### src/rtl/uart_pkg.sv
// rtl/uart_pkg.sv - shared types and helpers for the UART transmitter
// Purpose: serialiser state encoding, frame constants and baud divisor helper.
package uart_pkg;

  typedef enum logic [1:0] {
    IDLE,
    START,
    DATA,
    STOP
  } tx_state_e;

  localparam int DATA_BITS = 8;
  localparam int STOP_BITS = 1;

  // Integer divide; the caller must keep the result at 2 or more.
  function automatic int clks_per_bit(input int sys_clk_freq, input int baud_rate);
    return sys_clk_freq / baud_rate;
  endfunction

endpackage

### src/rtl/sync_fifo.sv
// rtl/sync_fifo.sv - single-clock FIFO with registered flags and overflow pulse
// Purpose: byte queue between the CPU write path and the serialiser.
// Ports:
//   clk, rst_n         clock, asynchronous active-low reset
//   push, push_data    write request and data (ignored while full)
//   pop, pop_data      read request and head-of-queue data (ignored while empty)
//   full, empty, count registered occupancy status
//   overflow           one-cycle pulse after a push was dropped because full
module sync_fifo
  import uart_pkg::*;
#(
  parameter int WIDTH      = 8,
  parameter int DEPTH_LOG2 = 4
) (
  input  logic                  clk,
  input  logic                  rst_n,
  input  logic                  push,
  input  logic [WIDTH-1:0]      push_data,
  input  logic                  pop,
  output logic [WIDTH-1:0]      pop_data,
  output logic                  full,
  output logic                  empty,
  output logic [DEPTH_LOG2:0]   count,
  output logic                  overflow
);

  localparam int DEPTH = 1 << DEPTH_LOG2;
  localparam logic [DEPTH_LOG2:0] DEPTH_CNT = (DEPTH_LOG2 + 1)'(DEPTH);

  logic [WIDTH-1:0]      mem [DEPTH];
  logic [DEPTH_LOG2-1:0] wr_ptr;
  logic [DEPTH_LOG2-1:0] rd_ptr;
  logic [DEPTH_LOG2:0]   count_next;
  logic                  do_push;
  logic                  do_pop;

  // Gating uses the registered flags, so a pop in the same cycle never
  // makes room for a push that arrives while full.
  assign do_push  = push && !full;
  assign do_pop   = pop && !empty;
  assign pop_data = mem[rd_ptr];

  always_comb begin
    count_next = count;
    case ({do_push, do_pop})
      2'b10:   count_next = count + 1'b1;
      2'b01:   count_next = count - 1'b1;
      default: count_next = count;
    endcase
  end

  always_ff @(posedge clk or negedge rst_n) begin
    if (!rst_n) begin
      wr_ptr   <= '0;
      rd_ptr   <= '0;
      count    <= '0;
      full     <= 1'b0;
      empty    <= 1'b1;
      overflow <= 1'b0;
    end else begin
      if (do_push) wr_ptr <= wr_ptr + 1'b1;
      if (do_pop)  rd_ptr <= rd_ptr + 1'b1;
      count    <= count_next;
      full     <= (count_next == DEPTH_CNT);
      empty    <= (count_next == '0);
      overflow <= push && full;
    end
  end

  // Storage is not reset; stale entries are unreachable once pointers clear.
  always_ff @(posedge clk) begin
    if (do_push) mem[wr_ptr] <= push_data;
  end

endmodule

### src/rtl/uart_tx_fifo.sv
// rtl/uart_tx_fifo.sv - FIFO-buffered UART 8N1 transmitter, LSB first
// Purpose: queue CPU byte writes and serialise them onto the tx pin.
// Ports:
//   clk, rst_n          clock, asynchronous active-low reset
//   wr_en, wr_data      byte push request
//   full, empty, count  FIFO status (registered)
//   overflow            one-cycle pulse when a push was dropped
//   busy                serialiser is framing (not IDLE)
//   tx                  serial line, idle high
module uart_tx_fifo
  import uart_pkg::*;
#(
  parameter int SYS_CLK_FREQ = 100000000,
  parameter int BAUD_RATE    = 115200,
  parameter int DEPTH_LOG2   = 4
) (
  input  logic                clk,
  input  logic                rst_n,
  input  logic                wr_en,
  input  logic [7:0]          wr_data,
  output logic                full,
  output logic                empty,
  output logic [DEPTH_LOG2:0] count,
  output logic                overflow,
  output logic                busy,
  output logic                tx
);

  localparam int CLKS_PER_BIT = clks_per_bit(SYS_CLK_FREQ, BAUD_RATE);
  localparam int BAUD_W       = $clog2(CLKS_PER_BIT);
  localparam logic [BAUD_W-1:0] BAUD_LAST = BAUD_W'(CLKS_PER_BIT - 1);
  localparam logic [2:0]        BIT_LAST  = 3'(DATA_BITS - 1);

  tx_state_e         state, state_next;
  logic [BAUD_W-1:0] baud_cnt, baud_next;
  logic [2:0]        bit_idx, bit_next;
  logic [7:0]        shift, shift_next;
  logic              tx_q, tx_next;
  logic              pop;
  logic [7:0]        head;
  logic              baud_wrap;

  sync_fifo #(
    .WIDTH     (8),
    .DEPTH_LOG2(DEPTH_LOG2)
  ) u_fifo (
    .clk      (clk),
    .rst_n    (rst_n),
    .push     (wr_en),
    .push_data(wr_data),
    .pop      (pop),
    .pop_data (head),
    .full     (full),
    .empty    (empty),
    .count    (count),
    .overflow (overflow)
  );

  assign baud_wrap = (baud_cnt == BAUD_LAST);
  assign busy      = (state != IDLE);
  assign tx        = tx_q;

  always_comb begin
    state_next = state;
    baud_next  = baud_wrap ? '0 : baud_cnt + 1'b1;
    bit_next   = bit_idx;
    shift_next = shift;
    tx_next    = tx_q;
    pop        = 1'b0;
    case (state)
      IDLE: begin
        baud_next = '0;
        if (!empty) begin
          pop        = 1'b1;
          shift_next = head;
          state_next = START;
          tx_next    = 1'b0;
        end
      end
      START: begin
        if (baud_wrap) begin
          state_next = DATA;
          bit_next   = '0;
          tx_next    = shift[0];
        end
      end
      DATA: begin
        if (baud_wrap) begin
          if (bit_idx == BIT_LAST) begin
            state_next = STOP;
            tx_next    = 1'b1;
          end else begin
            bit_next = bit_idx + 1'b1;
            tx_next  = shift[bit_idx + 3'd1];
          end
        end
      end
      STOP: begin
        // Chain straight into the next start bit so queued bytes leave
        // with no idle gap between frames.
        if (baud_wrap) begin
          if (!empty) begin
            pop        = 1'b1;
            shift_next = head;
            state_next = START;
            tx_next    = 1'b0;
          end else begin
            state_next = IDLE;
          end
        end
      end
      default: state_next = IDLE;
    endcase
  end

  // tx is a flop with asynchronous set so the line goes idle the moment
  // reset asserts, even mid-frame.
  always_ff @(posedge clk or negedge rst_n) begin
    if (!rst_n) begin
      state    <= IDLE;
      baud_cnt <= '0;
      bit_idx  <= '0;
      shift    <= '0;
      tx_q     <= 1'b1;
    end else begin
      state    <= state_next;
      baud_cnt <= baud_next;
      bit_idx  <= bit_next;
      shift    <= shift_next;
      tx_q     <= tx_next;
    end
  end

endmodule

### config.mk
export PLATFORM = sky130hd
export DESIGN_NAME = uart_tx_fifo
export DESIGN_NICKNAME = d
export VERILOG_FILES = /design/src/rtl/uart_pkg.sv /design/src/rtl/sync_fifo.sv /design/src/rtl/uart_tx_fifo.sv
export SDC_FILE = /design/constraint.sdc
export NUM_CORES = 1
export LEC_CHECK = 0
export BUFFER_PORTS_ARGS = -buffer_cell sky130_fd_sc_hd__buf_2
export CAP_MARGIN = 30
export CORE_UTILIZATION = 25
export DETAILED_ROUTE_END_ITERATION = 10
export PLACE_DENSITY = 0.5
export SLEW_MARGIN = 5
export SYNTH_ARGS = -nofsm -noshare
export SYNTH_HDL_FRONTEND = slang
export SYNTH_SLANG_ARGS = --single-unit
### constraint.sdc
create_clock -name clk -period 3.97 [get_ports clk]
set_clock_uncertainty 0.15 [all_clocks]
set_input_delay 0.5955 -clock clk [delete_from_list [all_inputs] [get_ports clk]]
set_output_delay 0.5955 -clock clk [all_outputs]
set_load 0.005 [all_outputs]
# Word-level counts from Yosys, hierarchy flattened
# Memories as Yosys holds them, arrays and structs flattened.
# Cells that the tools add are included.
[totals] regBits=40 latchBits=0 ramBits=128 romBits=0 inputBits=11 wordCells=77 n_memories=1
[op_classes] addsub=6 mul=0 div_mod_pow=0 order_cmp=1 eq_ne=14 shifts=0 muxes=30 n_bitwise=0 n_reduce_logical=14
[memory_table] name="u_fifo.mem" words=16 width=8 rd=1 rd_ports_with_merged_regs=0 wr=1 line_no="sync_fifo.sv:30" rtl="logic [WIDTH-1:0] mem [DEPTH];"
[op_table] operator="10-bit two-way mux" count=2
[op_table] operator="8-bit two-way mux" count=2
[op_table] operator="8-bit one-hot mux with 2 select lines" count=1
[op_table] operator="2-bit inequality test, second input constant" count=6
[op_table] operator="1-bit two-way mux" count=11
[op_table] operator="10-bit by 1-bit adder with 10-bit output, second input constant" count=1
[op_table] operator="10-bit equality test, second input constant" count=1
[op_table] operator="2-bit two-way mux" count=5
[op_table] operator="5-bit one-hot mux with 2 select lines" count=1
[op_table] operator="3-bit two-way mux" count=3
[op_table] operator="4-bit by 1-bit adder with 4-bit output, second input constant" count=2
[op_table] operator="2-bit one-hot mux with 4 select lines" count=1
[op_table] operator="2-bit equality test, second input constant" count=3
[op_table] operator="3-bit one-hot mux with 2 select lines" count=1
[op_table] operator="2-bit nonzero test" count=3
[op_table] operator="5-bit by 1-bit adder with 5-bit output, second input constant" count=1
[op_table] operator="5-bit equality test, second input constant" count=1
[op_table] operator="5-bit logical NOT" count=1
[op_table] operator="5-bit AND reduction" count=1
[op_table] operator="5-bit by 1-bit subtractor with 5-bit output, second input constant" count=1
[op_table] operator="2-bit by 1-bit equality test with 1-bit output, second input constant" count=2
[op_table] operator="3-bit by 4-bit < comparator with 1-bit output, second input constant" count=1
[op_table] operator="1-bit one-hot mux with 4 select lines" count=1
[op_table] operator="4-bit AND reduction" count=1
[op_table] operator="9 further kinds" count=12

# Longest topological paths before layout
# Gate-level depths: netlist of run 1.
[depth] ltp_word=7 depth_mapped=11 depth_no_buf=11

# Cells and area by module
# A second synthesis of run 1 with hierarchy kept.
[unflattened] hier_cells=403 hier_area_um2=7240.7
[by_module_without_submodules] module="sync_fifo" instances=1 cells_each=285 area_per_inst_um2=5921.9 seq_area_each_um2=4245.3
[by_module_without_submodules] module="uart_tx_fifo" instances=1 cells_each=118 area_per_inst_um2=1318.8 seq_area_each_um2=601.8

# Worst setup path before layout of run 1
# OpenSTA, ideal clock, no wires.
[synth_path] kind="flip-flop to flip-flop" startpoint="reg baud_cnt[0]" endpoint="reg u_fifo.empty" arrival_time_ns=2.747 required_ns=3.759 slack_ns=1.012 path_stages_with_launch=12 path_buffers=0 period_less_slack_ns=2.958 path_cell_list="dfrtp_1 -> ha_1 -> nor4b_4 -> a41oi_1 -> nor3_2 -> ha_1 -> ha_1 -> a21o_1 -> a21oi_1 -> mux2i_1 -> xor2_1 -> and2_1"
[synth_via] elab_chain_len=7 elab_cells_between_ends=8
[synth_rtl] item="start, declared" line_no="uart_tx_fifo.sv:35" rtl="logic [BAUD_W-1:0] baud_cnt, baud_next;"
[synth_rtl] item="start signal, assigned" line_no="uart_tx_fifo.sv:127" rtl="baud_cnt <= baud_next;"
[synth_rtl] item="10-bit equality test (*)" line_no="uart_tx_fifo.sv:59" rtl="assign baud_wrap = (baud_cnt == BAUD_LAST);"
[synth_rtl] item="1-bit two-way mux (*)" line_no="uart_tx_fifo.sv:101" rtl="if (baud_wrap) begin"
[synth_rtl] item="1-bit one-hot mux with 2 select lines (*)" line_no="uart_tx_fifo.sv:70" rtl="case (state)"
[synth_rtl] item="1-bit logical AND (*)" line_no="sync_fifo.sv:40" rtl="assign do_pop = pop && !empty;"
[synth_rtl] item="named net u_fifo.do_pop" line_no="sync_fifo.sv:35" rtl="logic do_pop;"
[synth_rtl] item="2-bit by 1-bit equality test with 1-bit output / 2-bit equality test (equally long branches)" line_no="sync_fifo.sv:45" rtl="case ({do_push, do_pop})"
[synth_rtl] item="5-bit one-hot mux with 2 select lines (*)" line_no="sync_fifo.sv:45"
[synth_rtl] item="5-bit logical NOT (*)" line_no="sync_fifo.sv:65" rtl="empty <= (count_next == '0);"
[synth_rtl] item="end signal, assigned" line_no="sync_fifo.sv:65"
[synth_rtl] item="end, declared" line_no="sync_fifo.sv:22" rtl="output logic empty,"
# Mark *: on every way through the listed nets, which the timed path passes. The rest lies on a longest branch.
# A chain may end at the register's enable or synchronous reset.

# Worst setup path after layout of run 1
# Same ends and word-level chain as after synthesis.

==> summary.txt, run 1 <==
Setup path
  • Crit path required time: 4.19 ns
  • CP Launch Type: flop
  • Critical path's top delay family: adder cells
  • Critical Path Sink Type: flop
  • Critical path depth: 11
  • Critical Path AT: 3.60 ns
  • WS Path Type: flop to flop
  • Slowest stage delay, CP: 0.40 ns
  • Most used cell, CP: ha_1
  • Worst r2r src: baud_cnt[0]
  • FF-to-FF path depth: 11
  • Critical path buffers and inverters: 0
  • Critical-path maximum fanout: 6
  • CP startpoint: baud_cnt[0]
  • CP cell instances: ha_1, nor4b_4, a41oi_1, nor3_2, ha_1, ha_1, a21o_1, a21oi_1, mux2i_1, xor2_1, and2_1
  • Critical-path cell with the highest stage delay: dfrtp_1

Min path
  • Hold WC Path Type: primary input to flop
  • Hold path cells: 2
  • Hold Startpoint: wr_en

STA
  • Setup ws final: 0.586 ns
  • Worst slew pin tran: 0.839 ns
  • RSZ-0062 raised after global routing: false
  • Final Setup Violations: 0
  • Worst slew margin: 0.441
  • Final Critical Period: 3.38 ns
  • Final Hold Fails: 0
  • Maximum clock rate: 296 MHz
  • Total Neg Setup Slack: 0 ns
  • Final Max Tran Viols: 0
  • Tcrit/Tclk final: 0.852

Pwr
  • P_sw: 0.00107 W
  • Sequential fraction of design power: 0.523
  • Internal: 0.00309 W
  • Leakage: 2.92 nW
  • Sw frac: 0.257
  • Logic pwr share: 0.109
  • Clock Power Share: 0.368
  • Maximum VDD drop: 0.000274 V
  • Power Density: 511 nW/um2

Yosys
  • Syn Nets: 429
  • Synthesized flop and latch total: 168
  • Cell area after synthesis: 7120 um2
  • EDFF count, synth: 128
  • Syn Inst Count: 400
  • Leading register cell type out of synthesis: edfxtp_1
  • Seq/Total Area, Yosys: 0.681
  • Number of library cell types mapped by synthesis: 49
  • FFs w/ async S/R, synth: 0.238
  • Synth Area per Inst: 17.8 um2
  • YS warnings: 0

Floorplan
  • Core area: 27900 um2
  • I/O pin cnt: 21
  • Die width: 171 um
  • Die height: 171 um
  • Initial Util: 0.255
  • Die area: 29200 um2
  • Row cnt: 61

Layout
  • P&R area growth vs syn: 14.4%
  • Design Area, Final: 8150 um2
  • Most common cell after layout, fill and taps aside: edfxtp_1
  • Most frequent cells in the layout: edfxtp_1, dfrtp_1, mux4_2, and2_1, buf_2
  • Nets: 456
  • Share of cells above drive strength 1: 0.216
  • Final Non-Filler Cells: 818
  • Inserted Diodes: 0
  • Multi-input gate area in the final layout: 2110 um2
  • FILL cells: 2793
  • Register area: 4850 um2

CTS
  • Setup Fix Bufs, Post-CTS: 0
  • CTS Buf Count: 17
  • TritonCTS clock tree: done
  • CTS H-tree lvls: 4
  • Latest clock arrival within the worst-skew pair: 0.43 ns
  • Clk root buf: clkbuf_16
  • Clock transition at the registers of the reported paths: 0.07 ns
  • Post-CTS resize count: 0
  • CTS sink cnt: 168
  • Hold_buf cts: 0
  • Clock buffer depth: 2

Routing
  • Vias post-DR: 3556
  • # DRC: 0
  • Detail Route Antenna Nets: 0
  • Initial drt markers: 247
  • WL per Instance: 16.7 um
  • Routed Wire Length: 13700 um
  • Vias per cell: 4.35
  • 1st-pass router iterations: 4

Global route
  • Antenna violations before repair: 0
  • First-pass GRT wire length: 21900 um
  • Vias in the first global route: 3776
  • Grt total ovfl: 0
  • Total GRT Usage: 0.102
  • Pin count of the biggest net entering global routing: 41

Run status
  • Status: finished, final reports clean

Place
  • Dpl hpwl: 9200 um
  • Cells after DPL: 784
  • Pre-CTS setup slack: 0.614 ns
  • RD Place Congestion: 0.720
  • Count of input and output buffers: 20
  • Placed cell area: 7580 um2

Flow run
  • Max-capacitance violation count: 0
==> sequential cells by signal, indices dropped and copies added (netlist names) <==
register and flops:
u_fifo.overflow 1, shift 8, u_fifo.rd_ptr 4, state 2, tx 1, u_fifo.full 1
u_fifo.wr_ptr 4, u_fifo.mem 128, bit_idx 3, u_fifo.empty 1, baud_cnt 10, u_fifo.count 5
==> metrics by stage <==
stage	util	hold slack, ns	power (W)
floorplan	-	0.150	0.00248
detailed placement	0.271	0.325	0.00268
global placement	0.271	0.309	0.00266
finish	0.292	0.254	0.00416
CTS	0.291	0.182	0.00422
global route	0.292	0.225	0.00434
==> Yosys cell counts (all sizes together) (2+ instances only) <==
library cell / number / share of area
a22o: 14 / 0.017
and2: 20 / 0.018
a21oi: 4 / 0.0028
nor2: 18 / 0.0095
nand3: 4 / 0.0035
dfrtp: 38 / 0.13
and3: 4 / 0.0035
o31ai: 2 / 0.0021
nand2: 18 / 0.0095
mux4: 33 / 0.11
o21ai: 11 / 0.0077
ha: 17 / 0.030
mux2: 4 / 0.0063
xor2: 9 / 0.011
xnor2: 9 / 0.011
nand4: 4 / 0.0035
dfstp: 2 / 0.0074
nor2b: 6 / 0.0053
inv: 8 / 0.0042
clkbuf: 4 / 0.0026
a21o: 3 / 0.0032
clkdlybuf4s25: 2 / 0.0028
nor3: 3 / 0.0028
a221oi: 8 / 0.015
mux2i: 5 / 0.0070
buf: 10 / 0.014
edfxtp: 128 / 0.54
==> cell families after synthesis <==
logic type	share of synthesized area
AND/OR/NAND/NOR	0.0618
AO/OA/AOI/OAI	0.0580
flip-flops	0.681
multiplexers	0.121
adder cells (fa/ha/maj)	0.0327
buffers and inverters	0.0234
XOR/XNOR	0.0221
==> path summary, 6_finish.rpt <==
kind / to / slack (ns)
hold reg to reg: shift[1] / 0.33
hold / removal: u_fifo.overflow / 0.25
min in group asynchronous: baud_cnt[0] / 0.38
setup / recovery: u_fifo.empty / 0.59
max in group asynchronous: u_fifo.empty / 2.81
setup reg to reg: u_fifo.empty / 0.59
==> worst register-to-register path, cell delays in order (launching register included) <==
cell and delay, ns:
dfrtp_1 0.40, ha_1 0.28, nor4b_4 0.30, a41oi_1 0.17
nor3_2 0.37, ha_1 0.35, ha_1 0.31, a21o_1 0.18
a21oi_1 0.19, mux2i_1 0.24, xor2_1 0.22, and2_1 0.16
==> area by class of cell <==
class	instances	share of cell area
Clock inverter	13	0.0137
Multi-Input combinational cell	208	0.259
Clock buffer	19	0.0531
Inverter	8	0.00368
Sequential cell	168	0.595
Tap cell	378	0.0580
Timing Repair Buffer	24	0.0178
==> per-layer routing <==
metal | track usage | up-vias | routed length, um
met4 | 0.0407 | 0 | 221
met5 | 0 | - | 0
met1 | 0.124 | 1855 | 5990
li1 | - | 1628 | -
met3 | 0.0280 | 17 | 542
met2 | 0.172 | 56 | 6940
==> power by group through the flow <==
stage | Combinational [W] | Sequential (W) | Clock (W)
6_report | 0.000454 | 0.00218 | 0.00153
5_1_grt | 0.000504 | 0.00220 | 0.00164
4_1_cts | 0.000466 | 0.00218 | 0.00157
3_5_place_dp | 0.000462 | 0.00222 | 0
3_3_place_gp | 0.000453 | 0.00221 | 0
2_1_floorplan | 0.000289 | 0.00219 | 0
Note: power is estimated with default switching activity, not from simulation.
==> run 2, diff against run 1 <==
Settings changed: CORE_ASPECT_RATIO set to 2, GPL_TIMING_DRIVEN set to 0, PLACE_DENSITY 0.5 to 0.44.
==> summary.txt, run 2 (same netlist as run 1, synthesis figures left out) <==
Run status
  • Status: finished, final reports clean

Pwr
  • Logic pwr share: 0.111
  • Sequential fraction of design power: 0.497
  • Internal: 0.00327 W
  • Maximum VDD drop: 0.000339 V
  • P_sw: 0.00111 W
  • Leakage: 3.03 nW
  • Sw frac: 0.253
  • Clock Power Share: 0.392
  • Power Density: 528 nW/um2

Layout
  • Most frequent cells in the layout: edfxtp_1, dfrtp_1, mux4_2, buf_2, and2_1
  • FILL cells: 2785
  • Inserted Diodes: 0
  • Final Non-Filler Cells: 810
  • Design Area, Final: 8300 um2
  • Share of cells above drive strength 1: 0.231
  • Max reg flops: 128
  • Most flops, register: u_fifo.mem
  • Nets: 470
  • P&R area growth vs syn: 16.5%
  • Most common cell after layout, fill and taps aside: edfxtp_1
  • Largest regs: u_fifo.mem (128), baud_cnt (10), shift (8)

CTS
  • Post-CTS resize count: 0
  • Hold_buf cts: 0
  • TritonCTS clock tree: done
  • CTS H-tree lvls: 4
  • Clk root buf: clkbuf_16
  • Setup Fix Bufs, Post-CTS: 0
  • CTS Buf Count: 17
  • Latest clock arrival within the worst-skew pair: 0.44 ns
  • CTS sink cnt: 168
  • Clock buffer depth: 2
  • Clock transition at the registers of the reported paths: 0.07 ns

Routing
  • WL per Instance: 19.6 um
  • Vias post-DR: 3508
  • Routed Wire Length: 15800 um
  • Vias per cell: 4.33
  • # DRC: 0
  • Detail Route Antenna Nets: 0
  • Initial drt markers: 192
  • 1st-pass router iterations: 4

Place
  • RD Place Congestion: 0.752
  • Cells after DPL: 776
  • Placed cell area: 7670 um2
  • Count of input and output buffers: 20
  • Dpl hpwl: 11400 um

STA
  • Worst slew pin tran: 0.722 ns
  • Hold slack: 0.230 ns
  • Final Hold Fails: 0
  • Final Max Tran Viols: 0
  • Maximum clock rate: 295 MHz
  • Final Setup Violations: 0
  • Total Neg Setup Slack: 0 ns
  • Final Critical Period: 3.39 ns
  • Worst slew margin: 0.515
  • Tcrit/Tclk final: 0.855
  • RSZ-0062 raised after global routing: false

Floorplan
  • Die area: 29200 um2
  • Die width: 121 um
  • Row cnt: 87
  • I/O pin cnt: 21
  • Die height: 241 um
  • Initial Util: 0.254
  • Core area: 28100 um2

Setup path
  • Slowest stage delay, CP: 0.39 ns
  • Crit path required time: 4.20 ns
  • Critical-path cell with the highest stage delay: dfrtp_1
  • Critical path buffers and inverters: 0
  • Most used cell, CP: ha_1
  • CP Launch Type: flop
  • WS Path Type: flop to flop
  • Critical Path AT: 3.62 ns
  • CP cell instances: ha_1, nor4b_4, a41oi_1, nor3_2, ha_1, ha_1, a21o_1, a21oi_1, mux2i_1, xor2_1, and2_1
  • Critical path's top delay family: adder cells
  • Critical Path Sink Type: flop
  • Critical-path maximum fanout: 6

Min path
  • Hold WC Path Type: primary input to flop

Global route
  • Vias in the first global route: 3924
  • Total GRT Usage: 0.119
  • Grt total ovfl: 0
  • First-pass GRT wire length: 24100 um
  • Pin count of the biggest net entering global routing: 41
  • Antenna violations before repair: 0

Flow run
  • Max-capacitance violation count: 0
-- run 2: area by class of cell --
type                            instances  area [um2]  share of cell area
Multi-Input combinational cell        208        2110               0.254
Buffer                                 16         136              0.0164
Tap cell                              356         445              0.0537
Clock inverter                         13         166              0.0201
Inverter                                8        30.0             0.00362
Clock buffer                           19         433              0.0522
Sequential cell                       168        4850               0.584
Timing Repair Buffer                   22         130              0.0157
-- run 2: metrics by stage --
step | setup WS [ns] | power (W) | utilization
final | 0.575 | 0.00438 | 0.295
after global routing | 0.282 | 0.00456 | 0.295
after CTS | 0.466 | 0.00445 | 0.294
after detailed placement | 0.475 | 0.00272 | 0.273
after global placement | 0.544 | 0.00270 | 0.273
after floorplan | 1.01 | 0.00248 | -
-- run 2: path summary, 6_finish.rpt --
check | to | startpoint | depth (start not counted) | slack (ns)
max in group asynchronous | tx | rst_n | 3 | 2.73
hold / removal | u_fifo.overflow | wr_en | 2 | 0.23
min in group asynchronous | u_fifo.overflow | rst_n | 2 | 0.41
hold reg to reg | shift[2] | shift[2] | 2 | 0.34
setup reg to reg | u_fifo.empty | baud_cnt[0] | 11 | 0.58
setup / recovery | u_fifo.empty | baud_cnt[0] | 11 | 0.58
-- run 2: metal layers --
metal,vias to the layer above,part of all wire,global-route usage
li1,1651,-,-
met1,1800,0.35,0.108
met2,39,0.61,0.239
met3,18,0.018,0.0258
met4,0,0.024,0.0557
met5,-,0,0
-- run 2: power groups by stage --
| stage | Combinational, W | Clock (W) | Sequential (W) |
|---|---|---|---|
| 5_1_grt | 0.000542 | 0.00182 | 0.00220 |
| 3_5_place_dp | 0.000508 | 0 | 0.00222 |
| 2_1_floorplan | 0.000289 | 0 | 0.00219 |
| 3_3_place_gp | 0.000496 | 0 | 0.00220 |
| 6_report | 0.000488 | 0.00172 | 0.00218 |
| 4_1_cts | 0.000510 | 0.00176 | 0.00218 |
==> run 3, diff against run 2 <==
Settings changed: CELL_PAD_IN_SITES_DETAIL_PLACEMENT set to 1, CELL_PAD_IN_SITES_GLOBAL_PLACEMENT set to 2, PLACE_DENSITY 0.44 to 0.52.
Clock period 3.97 ns to 3.19 ns, I/O delays scaled along.
==> summary.txt, run 3 (same netlist as run 1, synthesis figures left out) <==
CTS
  • Clock buffer depth: 2
  • Clk root buf: clkbuf_16
  • CTS sink cnt: 168
  • TritonCTS clock tree: done
  • CTS Buf Count: 17
  • Clock transition at the registers of the reported paths: 0.07 ns
  • Latest clock arrival within the worst-skew pair: 0.44 ns
  • CTS H-tree lvls: 4

Floorplan
  • Initial Util: 0.254
  • Core area: 28100 um2
  • Die width: 121 um
  • I/O pin cnt: 21
  • Row cnt: 87
  • Die height: 241 um
  • Die area: 29200 um2

STA
  • Tcrit/Tclk final: 0.937
  • Final Max Tran Viols: 0
  • Final Hold Fails: 0
  • Maximum clock rate: 335 MHz
  • Total Neg Setup Slack: 0 ns
  • Final Setup Violations: 0
  • Worst slew margin: 0.563
  • Worst slew pin tran: 0.652 ns
  • RSZ-0062 raised after global routing: false
  • Final Critical Period: 2.99 ns

Layout
  • Inserted Diodes: 0
  • Share of cells above drive strength 1: 0.257
  • Most common cell after layout, fill and taps aside: edfxtp_1
  • Multi-input gate area in the final layout: 2150 um2
  • Nets: 476
  • P&R area growth vs syn: 17.0%
  • Final Non-Filler Cells: 816
  • Max reg flops: 128
  • Most flops, register: u_fifo.mem
  • Register area: 4850 um2
  • Most frequent cells in the layout: edfxtp_1, dfrtp_1, mux4_2, buf_2, and2_1
  • Largest regs: u_fifo.mem (128), baud_cnt (10), shift (8)
  • FILL cells: 2964

Global route
  • Total GRT Usage: 0.130
  • Vias in the first global route: 4140
  • Pin count of the biggest net entering global routing: 41
  • Antenna violations before repair: 0
  • First-pass GRT wire length: 26300 um
  • Grt total ovfl: 0

Place
  • RD Place Congestion: 0.695
  • Dpl hpwl: 12300 um
  • Cells after DPL: 776
  • Count of input and output buffers: 20

Routing
  • # DRC: 0
  • WL per Instance: 21.0 um
  • 1st-pass router iterations: 4
  • Top layer in use: met4
  • Detail Route Antenna Nets: 0
  • Vias per cell: 4.46
  • Metal2 WL: 10600 um
  • Wire length on met3: 402 um
  • Routed Wire Length: 17100 um
  • M1 wire length: 5760 um
  • Initial drt markers: 191
  • Vias post-DR: 3643

Pwr
  • Maximum VDD drop: 0.000397 V
  • Sw frac: 0.269
  • Sequential fraction of design power: 0.516
  • Leakage: 3.03 nW
  • P_sw: 0.00142 W
  • Internal: 0.00385 W
  • Logic pwr share: 0.116
  • Clock Power Share: 0.367
  • Power Density: 632 nW/um2

Setup path
  • Crit path required time: 3.43 ns
  • Reg2Reg Setup Slack: 0.20 ns
  • Critical Path Sink Type: flop
  • WS Path Type: flop to flop
  • CP Launch Type: flop
  • Critical-path maximum fanout: 6
  • Critical Path AT: 3.22 ns

Min path
  • Hold WC Path Type: primary input to flop

Run status
  • Status: finished, final reports clean

Flow run
  • Max-capacitance violation count: 0
-- run 3: cell types whose count changed in the layout (fill, tap and decap cells not counted), moves of 2 or more --
| cell | change |
|---|---|
| buf_4 | +6 |
| bufinv_16 | -3 |
| clkbuf_1 | -3 |
| clkinvlp_4 | +3 |
| ha_1 | -2 |
| ha_4 | +2 |
-- run 3: critical path, stage by stage (launching register included) --
cell and delay, ns:
dfrtp_1 0.39, ha_4 0.18, nor4b_4 0.24, a41oi_2 0.18, nor3_4 0.25, ha_4 0.22
ha_1 0.26, a21o_1 0.16, a21oi_1 0.18, mux2i_1 0.28, xor2_1 0.26, and2_4 0.19
-- run 3: worst paths after layout --
check	from	cells after the start	end
setup reg to reg	baud_cnt[1]	11	u_fifo.empty
max in group asynchronous	rst_n	3	tx
min in group asynchronous	rst_n	2	u_fifo.wr_ptr[3]
hold / removal	wr_en	2	u_fifo.overflow
setup / recovery	baud_cnt[1]	11	u_fifo.empty
hold reg to reg	shift[1]	2	shift[1]
-- run 3: metal layers --
layer / vias up / global-route usage
met1: 1911 / 0.120
met4: 0 / 0.0580
li1: 1660 / -
met2: 52 / 0.263
met5: - / 0
met3: 20 / 0.0246
-- run 3: layout make-up --
| cell class | count | area share |
|---|---|---|
| Sequential cell | 168 | 0.582 |
| Multi-Input combinational cell | 208 | 0.258 |
| Tap cell | 356 | 0.0535 |
| Clock buffer | 17 | 0.0511 |
| Timing Repair Buffer | 28 | 0.0210 |
| Buffer | 16 | 0.0165 |
| Clock inverter | 15 | 0.0141 |
| Inverter | 8 | 0.00361 |
-- run 3: power by group through the flow --
stage | combinational [W] | clock [W] | sequential (W)
after CTS | 0.000635 | 0.00199 | 0.00273
after global placement | 0.000619 | 0 | 0.00275
final | 0.000612 | 0.00193 | 0.00272
after floorplan | 0.000360 | 0 | 0.00273
after global routing | 0.000685 | 0.00208 | 0.00275
after detailed placement | 0.000632 | 0 | 0.00277
-- run 3: repair_timing --
item,4_1_cts,5_1_grt
pin swaps,2,3
gates cloned,0,0
gates resized for setup,6,4
setup endpoints to repair,4,3
buffers inserted,2,4
hold endpoints to repair,0,9
hold buffers,0,1
-- run 3: through the flow --
stage	util	setup slack [ns]	area, um2	power [W]	hold slack, ns
6_report	0.297	0.202	8330	0.00527	0.105
2_1_floorplan	-	0.232	7120	0.00309	0.0329
3_5_place_dp	0.273	-0.427	7670	0.00340	0.331
3_3_place_gp	0.273	-0.329	7670	0.00337	0.326
5_1_grt	0.297	0.0142	8330	0.00551	0.0907
4_1_cts	0.294	0.0271	8260	0.00535	0.0701
